<file path="config.mk">
export PLATFORM = sky130hd
export DESIGN_NAME = ram_port_arbiter
export DESIGN_NICKNAME = d
export VERILOG_FILES = /design/src/rtl/ram_arb_pkg.sv /design/src/rtl/rr_arb2.sv /design/src/rtl/ram_port_arbiter.sv
export SDC_FILE = /design/constraint.sdc
export NUM_CORES = 1
export LEC_CHECK = 0
export BUFFER_PORTS_ARGS = -buffer_cell sky130_fd_sc_hd__clkbuf_2
export CAP_MARGIN = 20
export CORE_MARGIN = 4
export CORE_UTILIZATION = 38
export CTS_CLUSTER_SIZE = 20
export DETAILED_ROUTE_END_ITERATION = 8
export GPL_TIMING_DRIVEN = 1
export PLACE_DENSITY = 0.76
export SLEW_MARGIN = 15
export SYNTH_ARGS = -nofsm -noshare
export SYNTH_HDL_FRONTEND = slang
export SYNTH_HIERARCHICAL = 1
export SYNTH_SLANG_ARGS = --single-unit
</file>
<file path="constraint.sdc">
create_clock -name clk -period 2.8 [get_ports clk]
set_input_delay 0.56 -clock clk [delete_from_list [all_inputs] [get_ports clk]]
set_output_delay 0.56 -clock clk [all_outputs]
set_load 0.01 [all_outputs]
</file>
<file path="src/rtl/ram_arb_pkg.sv">
// Shared constants and types for the dual-port RAM arbiter.
// Defaults size a 512 x 16 RAM shared by two requesters.
package ram_arb_pkg;

    localparam int ADDR_W_DEF = 9;
    localparam int DATA_W_DEF = 16;
    localparam int NUM_REQ    = 2;

    // Round-robin pointer: which requester wins the next contested cycle.
    typedef enum logic {
        PRI_0 = 1'b0,
        PRI_1 = 1'b1
    } rr_ptr_e;

endpackage

</file>
<file path="src/rtl/rr_arb2.sv">
// Two-way round-robin arbiter with a combinational grant and a one-bit pointer.
// cand_o is the grant before inhibit_i, so the parent can veto it without a loop.
module rr_arb2
    import ram_arb_pkg::*;
(
    input  logic               clk,
    input  logic               rst,
    input  logic [NUM_REQ-1:0] req_i,
    input  logic               inhibit_i,
    output logic [NUM_REQ-1:0] cand_o,
    output logic [NUM_REQ-1:0] gnt_o,
    output rr_ptr_e            ptr_o
);

    rr_ptr_e ptr_q, ptr_d;

    always_comb begin
        cand_o = '0;
        case (req_i)
            2'b01:   cand_o = 2'b01;
            2'b10:   cand_o = 2'b10;
            2'b11:   cand_o = (ptr_q == PRI_1) ? 2'b10 : 2'b01;
            default: cand_o = '0;
        endcase
    end

    always_comb begin
        gnt_o = (rst || inhibit_i) ? '0 : cand_o;
        ptr_d = ptr_q;
        // The winner hands priority to the other requester; a vetoed cycle leaves it alone.
        if (gnt_o[0]) begin
            ptr_d = PRI_1;
        end else if (gnt_o[1]) begin
            ptr_d = PRI_0;
        end
    end

    always_ff @(posedge clk) begin
        if (rst) begin
            ptr_q <= PRI_0;
        end else begin
            ptr_q <= ptr_d;
        end
    end

    assign ptr_o = ptr_q;

endmodule

</file>
<file path="src/rtl/ram_port_arbiter.sv">
// Arbitrates two writers onto RAM port A and two readers onto RAM port B.
// Reads return on rd_data two cycles after grant, tagged by rd_valid.
module ram_port_arbiter
    import ram_arb_pkg::*;
#(
    parameter int ADDR_W = ADDR_W_DEF,
    parameter int DATA_W = DATA_W_DEF
) (
    input  logic               clk,
    input  logic               rst,
    input  logic [1:0]         wr_req,
    input  logic [ADDR_W-1:0]  wr_addr0,
    input  logic [ADDR_W-1:0]  wr_addr1,
    input  logic [DATA_W-1:0]  wr_data0,
    input  logic [DATA_W-1:0]  wr_data1,
    output logic [1:0]         wr_gnt,
    input  logic [1:0]         rd_req,
    input  logic [ADDR_W-1:0]  rd_addr0,
    input  logic [ADDR_W-1:0]  rd_addr1,
    output logic [1:0]         rd_gnt,
    output logic [1:0]         rd_valid,
    output logic [DATA_W-1:0]  rd_data,
    output logic               ram_wea,
    output logic [ADDR_W-1:0]  ram_addra,
    output logic [DATA_W-1:0]  ram_dina,
    output logic [ADDR_W-1:0]  ram_addrb,
    input  logic [DATA_W-1:0]  ram_doutb,
    output logic [1:0]         dbg_ptr
);

    // Handshake: req/addr/data are held stable until gnt; gnt is combinational and
    // high only in the accepting cycle, and a req still high afterwards is a new request.

    logic [1:0]        wr_cand, rd_cand;
    logic [ADDR_W-1:0] wr_gnt_addr, rd_cand_addr;
    logic [DATA_W-1:0] wr_gnt_data;
    logic              rd_hazard;
    rr_ptr_e           wr_ptr, rd_ptr;

    logic              ram_wea_q, ram_wea_d;
    logic [ADDR_W-1:0] ram_addra_q, ram_addra_d;
    logic [DATA_W-1:0] ram_dina_q, ram_dina_d;
    logic [ADDR_W-1:0] ram_addrb_q, ram_addrb_d;
    logic [1:0]        rd_pend_q, rd_pend_d;
    logic [1:0]        rd_valid_q, rd_valid_d;

    rr_arb2 u_wr_arb (
        .clk       (clk),
        .rst       (rst),
        .req_i     (wr_req),
        .inhibit_i (1'b0),
        .cand_o    (wr_cand),
        .gnt_o     (wr_gnt),
        .ptr_o     (wr_ptr)
    );

    rr_arb2 u_rd_arb (
        .clk       (clk),
        .rst       (rst),
        .req_i     (rd_req),
        .inhibit_i (rd_hazard),
        .cand_o    (rd_cand),
        .gnt_o     (rd_gnt),
        .ptr_o     (rd_ptr)
    );

    always_comb begin
        wr_gnt_addr  = wr_gnt[1] ? wr_addr1 : wr_addr0;
        wr_gnt_data  = wr_gnt[1] ? wr_data1 : wr_data0;
        rd_cand_addr = rd_cand[1] ? rd_addr1 : rd_addr0;
        // A read colliding with a same-cycle write waits one cycle so it sees the new data.
        rd_hazard    = (|rd_cand) && (|wr_gnt) && (rd_cand_addr == wr_gnt_addr);
    end

    always_comb begin
        ram_wea_d   = |wr_gnt;
        ram_addra_d = ram_addra_q;
        ram_dina_d  = ram_dina_q;
        ram_addrb_d = ram_addrb_q;
        rd_pend_d   = rd_gnt;
        rd_valid_d  = rd_pend_q;
        if (|wr_gnt) begin
            ram_addra_d = wr_gnt_addr;
            ram_dina_d  = wr_gnt_data;
        end
        if (rd_gnt[1]) begin
            ram_addrb_d = rd_addr1;
        end else if (rd_gnt[0]) begin
            ram_addrb_d = rd_addr0;
        end
    end

    always_ff @(posedge clk) begin
        if (rst) begin
            ram_wea_q   <= 1'b0;
            ram_addra_q <= '0;
            ram_dina_q  <= '0;
            ram_addrb_q <= '0;
            rd_pend_q   <= '0;
            rd_valid_q  <= '0;
        end else begin
            ram_wea_q   <= ram_wea_d;
            ram_addra_q <= ram_addra_d;
            ram_dina_q  <= ram_dina_d;
            ram_addrb_q <= ram_addrb_d;
            rd_pend_q   <= rd_pend_d;
            rd_valid_q  <= rd_valid_d;
        end
    end

    assign ram_wea   = ram_wea_q;
    assign ram_addra = ram_addra_q;
    assign ram_dina  = ram_dina_q;
    assign ram_addrb = ram_addrb_q;
    assign rd_valid  = rd_valid_q;
    assign rd_data   = ram_doutb;
    assign dbg_ptr   = {rd_ptr, wr_ptr};

endmodule
</file>
==> results.toml <==
[worst_setup_path]
critPathCaptureType = "primary output"
critPathMaxFanout = 4
critPathLaunchType = "input pin"
rr_startpoint = "u_wr_arb/ptr_o"
path_class = "input pin to primary output"
crit_arrival_ps = 2560
crit_start = "wr_req[0]"
cp.required_ps = 2240

[sta]
finClkSkew_ps = 3.88
fmax_ghz = 0.321
rsz0062_at_grt = "yes"
finalCriticalPeriod_ps = 3120
finalCritPeriodShare_pct = 111
fin_ws_ps = -320
tns_ps = -1100
report.final.slew_viol_count = 0
finalSetupViolCount = 7
hold_violations = 0

[floorplan]
die_area_sq_um = 7340
die_w_um = 85.7
die_y_um = 85.7
ios = 149
start_util_pct = 38.9
core_area_sq_um = 5890
fp-row-count = 28

[clock_network]
cts_tree = "built"
htree_levels = 2
insertion_delay_ps = 290
clockRootBuffer = "clkbuf_8"
cts_made_buffers = 5
path_clk_slew_ps = 80
clock_path_buffers = 2
numClockSinks = 41
hold_buffers = 0

[global_route]
antenna_found_initial = 0
grt_pass1_wl_um = 9850
grt_pass1_vias = 2137
grt_start_max_net_pins = 43
grt.overflow.total = 0
grt_usage_pct = 16.6

[cells_and_area]
area_growth_pct = 35.8
antennaDiodeCount = 0
final_area_sq_um = 3110
fin_nets = 472
multi_input_area_sq_um = 1280
drive_above_1_share_pct = 43.1
fillers = 573
regArea_sq_um = 822

[run_status]
outcome = "finished, violations left"
failed_checks = "negative setup slack"

[power]
power_leakage_nw = 1.49
power.density_nw_per_um2 = 441
p_total_mw = 1.37
peakVddDrop_uv = 264

[routing]
vias_per_cell = 4.72
vias = 2160
drt_iter0_markers = 80
drc_errors = 0
ant_nets = 0
wl_um = 6120
firstDrtPassIters = 4
wire_per_inst_um = 13.4

[placement]
dpl.hpwl_um = 4610
gp_congestion = 0.786
portBuffers = 116
placed_area_sq_um = 2890

[yosys]
synthesis.area_sq_um = 2290
synthCells = 272
yosysWarningCount = 6
syn_avg_cell_area_sq_um = 8.43

[min_path]
hold_class = "register to register"
min_from = "rd_pend_q[0]"

[job]
maxCapViolCount = 0
==> what timing repair did <==
action,CTS,global route
setup buffers,0,5
cloned,0,1
gates resized for setup,8,10
hold endpoints to repair,0,0
pin swaps,5,7
setup endpoints to repair,8,11
==> metrics by stage <==
| stage | hold slack, ps | worst slack (ps) | std cells | utilization [%] |
|---|---|---|---|---|
| 6_report | 439 | -320 | 458 | 52.9 |
| 5_1_grt | 467 | -454 | 458 | 52.9 |
| 4_1_cts | 446 | -284 | 452 | 51.3 |
| 3_5_place_dp | 427 | -353 | 444 | 49.0 |
| 3_3_place_gp | 424 | -281 | 444 | 49.0 |
| 2_1_floorplan | 414 | -84.7 | 273 | - |
==> report_power, final <==
| part | internal (mW) | total [mW] | switching, mW | leakage (nW) |
|---|---|---|---|---|
| Clock | 0.200 | 0.407 | 0.207 | 0.0512 |
| Sequential | 0.615 | 0.631 | 0.0163 | 0.335 |
| Combinational | 0.170 | 0.335 | 0.165 | 1.11 |
==> state kept, by name, summed over array words and instances, names as in the netlist <==
register,cells
ram_addra,9
ram_addrb,9
ram_dina,16
ram_wea,1
rd_pend_q,2
rd_valid,2
u_rd_arb/ptr_o,1
u_wr_arb/ptr_o,1
==> layer usage <==
layer / track usage, % / vias to the layer above / routed length (um)
met1: 20.6 / 956 / 2650
li1: - / 1107 / -
met3: 5.48 / 10 / 556
met2: 28.2 / 87 / 2850
met4: 3.60 / 0 / 71
met5: 0 / - / 0
==> worst max-delay path, stage by stage <==
cell and delay, ps:
clkbuf_2 90, nor2b_4 120, and3b_2 270, buf_6 140, mux2i_4 240, xor2_1 160
nand3b_1 140, a2111oi_4 420, nor2_2 80, and3b_2 220, clkbuf_2 130
==> cell usage in the layout (no fill, tap or decap), drive strengths merged <==
cell       n
and3b      2
a2111oi    1
a21oi     34
clkinv     2
o21ai      1
nand4      1
mux2i     51
nor2      72
inv        2
nand2      1
dfxtp     41
xnor2      8
nand2b     2
conb       2
nand3      1
buf       24
and2       2
clkbuf   122
nand3b     1
xor2       2
a21boi     2
nor2b      7
a32o       2
==> final cells by class <==
type                       count  share of cell area [%]
multi-input combinational    192                    41.1
sequential                    41                    26.4
timing repair buffer         140                    26.2
tap                           75                    3.01
clock buffer                   6                    2.65
clock inverter                 2                   0.442
inverter                       2                   0.241
==> path summary, 6_finish.rpt <==
path                   to  slack (ps)  cells after the start
min           rd_valid[0]         440                      1
max reg2reg  ram_addrb[6]         -80                     16
min reg2reg   rd_valid[0]         440                      1
max             rd_gnt[1]        -320                     11
Power figures use the tool's default switching activity.
